### config.mk
export PLATFORM = sky130hd
export DESIGN_NAME = mult_bcd_disp_flat
export DESIGN_NICKNAME = d
export VERILOG_FILES = /design/src/rtl/mult_bcd_disp_pkg.sv /design/src/rtl/mult_bcd_disp_if.sv /design/src/rtl/mult_bcd_disp_seg7_dec.sv /design/src/rtl/mult_bcd_disp.sv /design/src/flat_wrapper.sv
export SDC_FILE = /design/constraint.sdc
export NUM_CORES = 1
export LEC_CHECK = 0
export CAP_MARGIN = 20
export CORE_MARGIN = 10
export CORE_UTILIZATION = 56
export DETAILED_ROUTE_END_ITERATION = 8
export GPL_ROUTABILITY_DRIVEN = 0
export PLACE_DENSITY = 0.77
export SYNTH_ARGS = -nofsm -noshare
export SYNTH_HDL_FRONTEND = slang
export SYNTH_HIERARCHICAL = 1
export SYNTH_SLANG_ARGS = --single-unit
### constraint.sdc
create_clock -name clk -period 2.9 [get_ports clk]
set_clock_uncertainty 0.05 [all_clocks]
set_input_delay 0.435 -clock clk [delete_from_list [all_inputs] [get_ports clk]]
set_output_delay 0.435 -clock clk [all_outputs]
set_load 0.01 [all_outputs]
### src/rtl/mult_bcd_disp_pkg.sv
// Shared types and constants for the multiplier BCD/display output stage.
package mult_bcd_disp_pkg;

  typedef enum logic [1:0] {
    IDLE = 2'd0,
    CONV = 2'd1,
    DONE = 2'd2
  } state_t;

  localparam logic [6:0] SEG_BLANK  = 7'b1111111;
  localparam logic [3:0] AN_OFF     = 4'b1111;
  localparam logic [3:0] ITER_COUNT = 4'd8;

endpackage

### src/rtl/mult_bcd_disp_if.sv
// Product capture / result bus between the multiplier side and the BCD stage.
interface mult_bcd_disp_if;

  logic [7:0]  prod_i;
  logic        load_i;
  logic        busy_o;
  logic        done_o;
  logic [11:0] bcd_o;

  modport master (output prod_i, output load_i, input busy_o, input done_o, input bcd_o);
  modport slave  (input prod_i, input load_i, output busy_o, output done_o, output bcd_o);

endinterface

### src/rtl/mult_bcd_disp_seg7_dec.sv
// Nibble to active-low {g..a} segment code; non-decimal nibbles and blank requests go dark.
module seg7_dec
  import mult_bcd_disp_pkg::*;
(
  input  logic [3:0] i_nibble,
  input  logic       i_blank,
  output logic [6:0] o_seg
);

  always_comb begin
    o_seg = SEG_BLANK;
    if (!i_blank) begin
      case (i_nibble)
        4'd0:    o_seg = 7'b1000000;
        4'd1:    o_seg = 7'b1111001;
        4'd2:    o_seg = 7'b0100100;
        4'd3:    o_seg = 7'b0110000;
        4'd4:    o_seg = 7'b0011001;
        4'd5:    o_seg = 7'b0010010;
        4'd6:    o_seg = 7'b0000010;
        4'd7:    o_seg = 7'b1111000;
        4'd8:    o_seg = 7'b0000000;
        4'd9:    o_seg = 7'b0010000;
        default: o_seg = SEG_BLANK;
      endcase
    end
  end

endmodule

### src/rtl/mult_bcd_disp.sv
// Captures the 8-bit product, converts it to BCD by serial double-dabble and
// scans the result onto a 4-digit active-low multiplexed display.
module mult_bcd_disp
  import mult_bcd_disp_pkg::*;
#(
  parameter int REFRESH_DIV = 100000
) (
  input  logic              clk,
  input  logic              rst,
  mult_bcd_disp_if.slave    bus,
  output logic [3:0]        an_o,
  output logic [6:0]        seg_o,
  output logic              dp_o
);

  localparam int CW = $clog2(REFRESH_DIV);

  state_t          r_state;
  state_t          w_next;
  logic [19:0]     r_shift;
  logic [19:0]     w_adj;
  logic [3:0]      r_iter;
  logic [11:0]     r_bcd;
  logic [CW-1:0]   r_refresh;
  logic [1:0]      r_digit;
  logic [3:0]      w_nibble;
  logic            w_blank;
  logic [6:0]      w_seg;

  always_ff @(posedge clk or posedge rst) begin
    if (rst) r_state <= IDLE;
    else     r_state <= w_next;
  end

  // CONV holds one extra cycle after the 8th iteration so the capture sees the final register
  always_comb begin
    w_next = r_state;
    case (r_state)
      IDLE:    if (bus.load_i) w_next = CONV;
      CONV:    if (r_iter == ITER_COUNT) w_next = DONE;
      DONE:    w_next = IDLE;
      default: w_next = IDLE;
    endcase
  end

  always_comb begin
    w_adj = r_shift;
    if (r_shift[11:8]  >= 4'd5) w_adj[11:8]  = r_shift[11:8]  + 4'd3;
    if (r_shift[15:12] >= 4'd5) w_adj[15:12] = r_shift[15:12] + 4'd3;
    if (r_shift[19:16] >= 4'd5) w_adj[19:16] = r_shift[19:16] + 4'd3;
  end

  always_ff @(posedge clk or posedge rst) begin
    if (rst) begin
      r_shift <= '0;
      r_iter  <= '0;
      r_bcd   <= '0;
    end else begin
      case (r_state)
        IDLE: if (bus.load_i) begin
          r_shift <= {12'b0, bus.prod_i};
          r_iter  <= '0;
        end
        CONV: if (r_iter != ITER_COUNT) begin
          r_shift <= {w_adj[18:0], 1'b0};
          r_iter  <= r_iter + 4'd1;
        end else begin
          r_bcd <= r_shift[19:8];
        end
        default: ;
      endcase
    end
  end

  assign bus.busy_o = (r_state != IDLE);
  assign bus.done_o = (r_state == DONE);
  assign bus.bcd_o  = r_bcd;

  always_ff @(posedge clk or posedge rst) begin
    if (rst) begin
      r_refresh <= '0;
      r_digit   <= '0;
    end else if (r_refresh == CW'(REFRESH_DIV - 1)) begin
      r_refresh <= '0;
      r_digit   <= r_digit + 2'd1;
    end else begin
      r_refresh <= r_refresh + 1'b1;
    end
  end

  // Leading-zero blanking: tens only dark when hundreds is also zero
  always_comb begin
    w_nibble = 4'd0;
    w_blank  = 1'b1;
    case (r_digit)
      2'd0: begin w_nibble = r_bcd[3:0];  w_blank = 1'b0; end
      2'd1: begin w_nibble = r_bcd[7:4];  w_blank = (r_bcd[11:4] == 8'd0); end
      2'd2: begin w_nibble = r_bcd[11:8]; w_blank = (r_bcd[11:8] == 4'd0); end
      default: begin w_nibble = 4'd0;     w_blank = 1'b1; end
    endcase
  end

  seg7_dec u_seg7_dec (
    .i_nibble (w_nibble),
    .i_blank  (w_blank),
    .o_seg    (w_seg)
  );

  always_ff @(posedge clk or posedge rst) begin
    if (rst) begin
      an_o  <= AN_OFF;
      seg_o <= SEG_BLANK;
    end else begin
      an_o  <= ~(4'b0001 << r_digit);
      seg_o <= w_seg;
    end
  end

  assign dp_o = 1'b1;

endmodule
### src/flat_wrapper.sv
// flat-port wrapper written by rule: the top's interface ports become plain ports
module mult_bcd_disp_flat import mult_bcd_disp_pkg::*;
#(
  parameter int REFRESH_DIV = 100000
)
  (clk, rst, an_o, seg_o, dp_o, bus_prod_i, bus_load_i, bus_busy_o, bus_done_o, bus_bcd_o);
  mult_bcd_disp_if bus_i ();
  input  logic clk;
  input  logic rst;
  output logic [3:0] an_o;
  output logic [6:0] seg_o;
  output logic dp_o;
  input wire logic [$bits(bus_i.prod_i)-1:0] bus_prod_i;
  input wire logic [$bits(bus_i.load_i)-1:0] bus_load_i;
  output wire logic [$bits(bus_i.busy_o)-1:0] bus_busy_o;
  output wire logic [$bits(bus_i.done_o)-1:0] bus_done_o;
  output wire logic [$bits(bus_i.bcd_o)-1:0] bus_bcd_o;
  assign bus_i.prod_i = bus_prod_i;
  assign bus_i.load_i = bus_load_i;
  assign bus_busy_o = bus_i.busy_o;
  assign bus_done_o = bus_i.done_o;
  assign bus_bcd_o = bus_i.bcd_o;
  mult_bcd_disp #(.REFRESH_DIV(REFRESH_DIV)) u_core (.clk(clk), .rst(rst), .bus(bus_i), .an_o(an_o), .seg_o(seg_o), .dp_o(dp_o));
endmodule
==> results_dict.tcl <==
set metrics [dict create \
    clkPwrFrac_pct 22.1 \
    syn-cell-area_um2 3440 \
    viasPerCell 5.58 \
    htreeDepth 3 \
    fp-row-count 28 \
    die_area_um2 9690 \
    grt_pass1_vias 2442 \
    synthFlopType "dfrtp_1" \
    syn_nets 333 \
    worstSkewPairLatency_ns 0.34 \
    globalRouteOverflowTotal 0 \
    drv_slew 0 \
    irDropWorstVdd_mv 0.510 \
    worstPathArrival_ns 2.34 \
    antenna_cells 0 \
    antenna_found_initial 0 \
    nets 373 \
    dp_hpwl_um 4800 \
    num_vias 2366 \
    final_common_cell "dfrtp_1" \
    grt_first_pass_wirelength_um 11500 \
    power_frac_comb_pct 38.9 \
    switching_share_pct 35.5 \
    areaGrowthSynthToFinish_pct 18.3 \
    drt_first_iter_violations 96 \
    grt_max_degree 59 \
    rsz0062_at_grt "no" \
    n_fill_cell 452 \
    cts_tree "built" \
    cts_setup_buffers 0 \
    cellLeakagePower_nw 1.85 \
    drc 0 \
    start_util_pct 57.8 \
    port_buffers 35 \
    ant_nets 0 \
    setup_viol 0 \
    drt-total-wl_um 6630 \
    switching_power_mw 1.37 \
    p_per_area_nw_per_um2 947 \
    grt_use_total_pct 14.3 \
    finalHoldViolations 0 \
    syn_avg_cell_area_um2 11.3 \
    dr.pass1.iters 5 \
    crit_type "register to register" \
    status "complete, no violations" \
    yosys_warnings 6 \
    wire_per_inst_um 15.6 \
    place_inst 408 \
    maxSlewHeadroom_pct 45.5 \
    path_clk_slew_ns 0.07 \
    cap_viol_max_count 0 \
    finalSetupTns_ns 0 \
    core_region_area_um2 5960 \
    fin_crit_sh_pct 73.3 \
    timing.hold.ws_ns 0.293 \
    p_int_mw 2.49 \
    crit_path_end_kind "register" \
    ioPinCount 37 \
    clock.fmax_mhz 471 \
    tightest_slew_ns 0.809 \
    synthArstFlopShare_pct 100 \
    period_needed_ns 2.12 \
    start_kind "register" \
    ff_latch_area_um2 1720 \
    drive_above_1_share_pct 13.8 \
    ctsHoldBuffers 0 \
    synth_edf_count 0 \
    synthCells 304 \
    crit_required_ns 3.12 \
    multi_input_area_um2 1600 \
    cts_max_path_buffers 2 \
    ys_ff_latch 68 \
    layout_common_cells "57 x dfrtp_1, 35 x clkdlybuf4s50_1, 21 x nand2_1" \
    cts_buffers 9 \
    die_w_um 98.4 \
    cts.sinks 68 \
    cp_max_fo 6 \
    die_h_um 98.4 \
    hp-class "input pin to async pin" \
    post_cts_resized 0 \
    fin_cells 424 \
    ys_types 49 \
    clock_tree.root_cell "clkbuf_8" \
    seq_area_frac_synth_pct 49.8 \
    sequentialPowerShare_pct 39.0 \
]
## kinds of logic (layout without fill, tap and decap cells)
| logic type | count (synthesis) | in the layout | synth area share (%) |
|---|---|---|---|
| xor gates and xnor gates | 22 | 22 | 5.60 |
| buffers and inverters | 28 | 73 | 3.82 |
| other | 1 | 1 | 0.109 |
| AOI/OAI and AO/OA | 49 | 49 | 9.08 |
| and+or+nand+nor | 93 | 93 | 17.2 |
| adders and majority gates | 18 | 18 | 6.54 |
| DFF | 68 | 68 | 49.8 |
| muxes | 25 | 25 | 7.85 |
## through the flow
| stage | total power [mW] | setup slack [ns] | utilization (%) | instance area, um2 |
|---|---|---|---|---|
| 3_5_place_dp | 3.02 | 0.798 | 64.7 | 3850 |
| 2_1_floorplan | 2.53 | 0.722 | - | 3440 |
| 5_1_grt | 4.15 | 0.545 | 68.4 | 4070 |
| 3_3_place_gp | 2.94 | 0.879 | 64.7 | 3850 |
| 6_report | 3.86 | 0.776 | 68.4 | 4070 |
| 4_1_cts | 3.89 | 0.781 | 68.4 | 4070 |
## flip-flops by register name, summed over array words and instances, names as in the netlist
signal and cells:
u_core/r_iter 4, u_core/seg_o 7, u_core/r_refresh 17, u_core/r_digit 2, u_core/an_o 4, u_core/bus.bcd_o 12
u_core/r_shift 20, u_core/r_state 2
## power by group through the flow
stage	clock, mW	sequential, mW	combinational, mW
CTS	0.870	1.50	1.52
global placement	0	1.50	1.44
global route	0.913	1.55	1.69
detailed placement	0	1.52	1.50
floorplan	0	1.50	1.04
finish	0.851	1.51	1.50
## worst max-delay path: stages, from the launching register on
cell      delay, ns
dfrtp_1        0.42
inv_1          0.10
ha_1           0.25
a222oi_1       0.13
nor2_1         0.34
inv_1          0.15
ha_1           0.31
nor3b_2        0.16
a21oi_1        0.14
## final cells by class
type	count	area share, %
timing repair buffer	36	9.09
tap	75	2.30
multi-input combinational	208	39.2
inverter	21	1.94
clock buffer	12	3.56
clock inverter	4	1.78
sequential	68	42.1
## synth_stat cells (all sizes together) (2+ instances only)
master | count | share of area [%]
xnor2 | 13 | 3.3
xor2 | 9 | 2.3
o31ai | 6 | 1.3
nor3 | 7 | 1.5
and4 | 3 | 0.76
a32o | 3 | 0.87
nor4b | 2 | 0.87
nand2b | 7 | 1.5
a222oi | 4 | 1.2
nand2 | 22 | 2.6
nor2b | 3 | 0.76
mux2 | 16 | 5.2
buf | 7 | 1.5
nor4 | 2 | 0.36
and2 | 2 | 0.36
dfstp | 11 | 8.4
nand3 | 13 | 1.9
nor2 | 18 | 2.0
a21oi | 11 | 1.7
mux2i | 9 | 2.6
nor3b | 3 | 1.5
nand4 | 7 | 1.9
dfrtp | 57 | 41
inv | 21 | 2.3
ha | 18 | 6.5
o21ai | 20 | 2.9
## layer usage
layer  global-route usage (%)  wire [um]  up-vias
met1                     17.2       3010     1147
li1                         -          -     1142
met3                     4.12        360       14
met4                     7.61        135        0
met2                     22.6       3120       63
met5                        0          0        -
## worst paths after layout
check                           slack [ns]              start             endpoint  cells past startpoint
worst max-delay path                  0.78  u_core/r_digit[0]      u_core/seg_o[3]                      8
worst min-delay path                  0.29                rst  u_core/r_refresh[0]                      2
worst max register to register        0.78  u_core/r_digit[0]      u_core/seg_o[3]                      8
worst min register to register        0.44  u_core/r_shift[6]    u_core/r_shift[6]                      2
max in group asynchronous             1.89                rst       u_core/an_o[2]                      3
min in group clk                      0.44  u_core/r_shift[6]    u_core/r_shift[6]                      2
(Power assumes the default switching activity.)
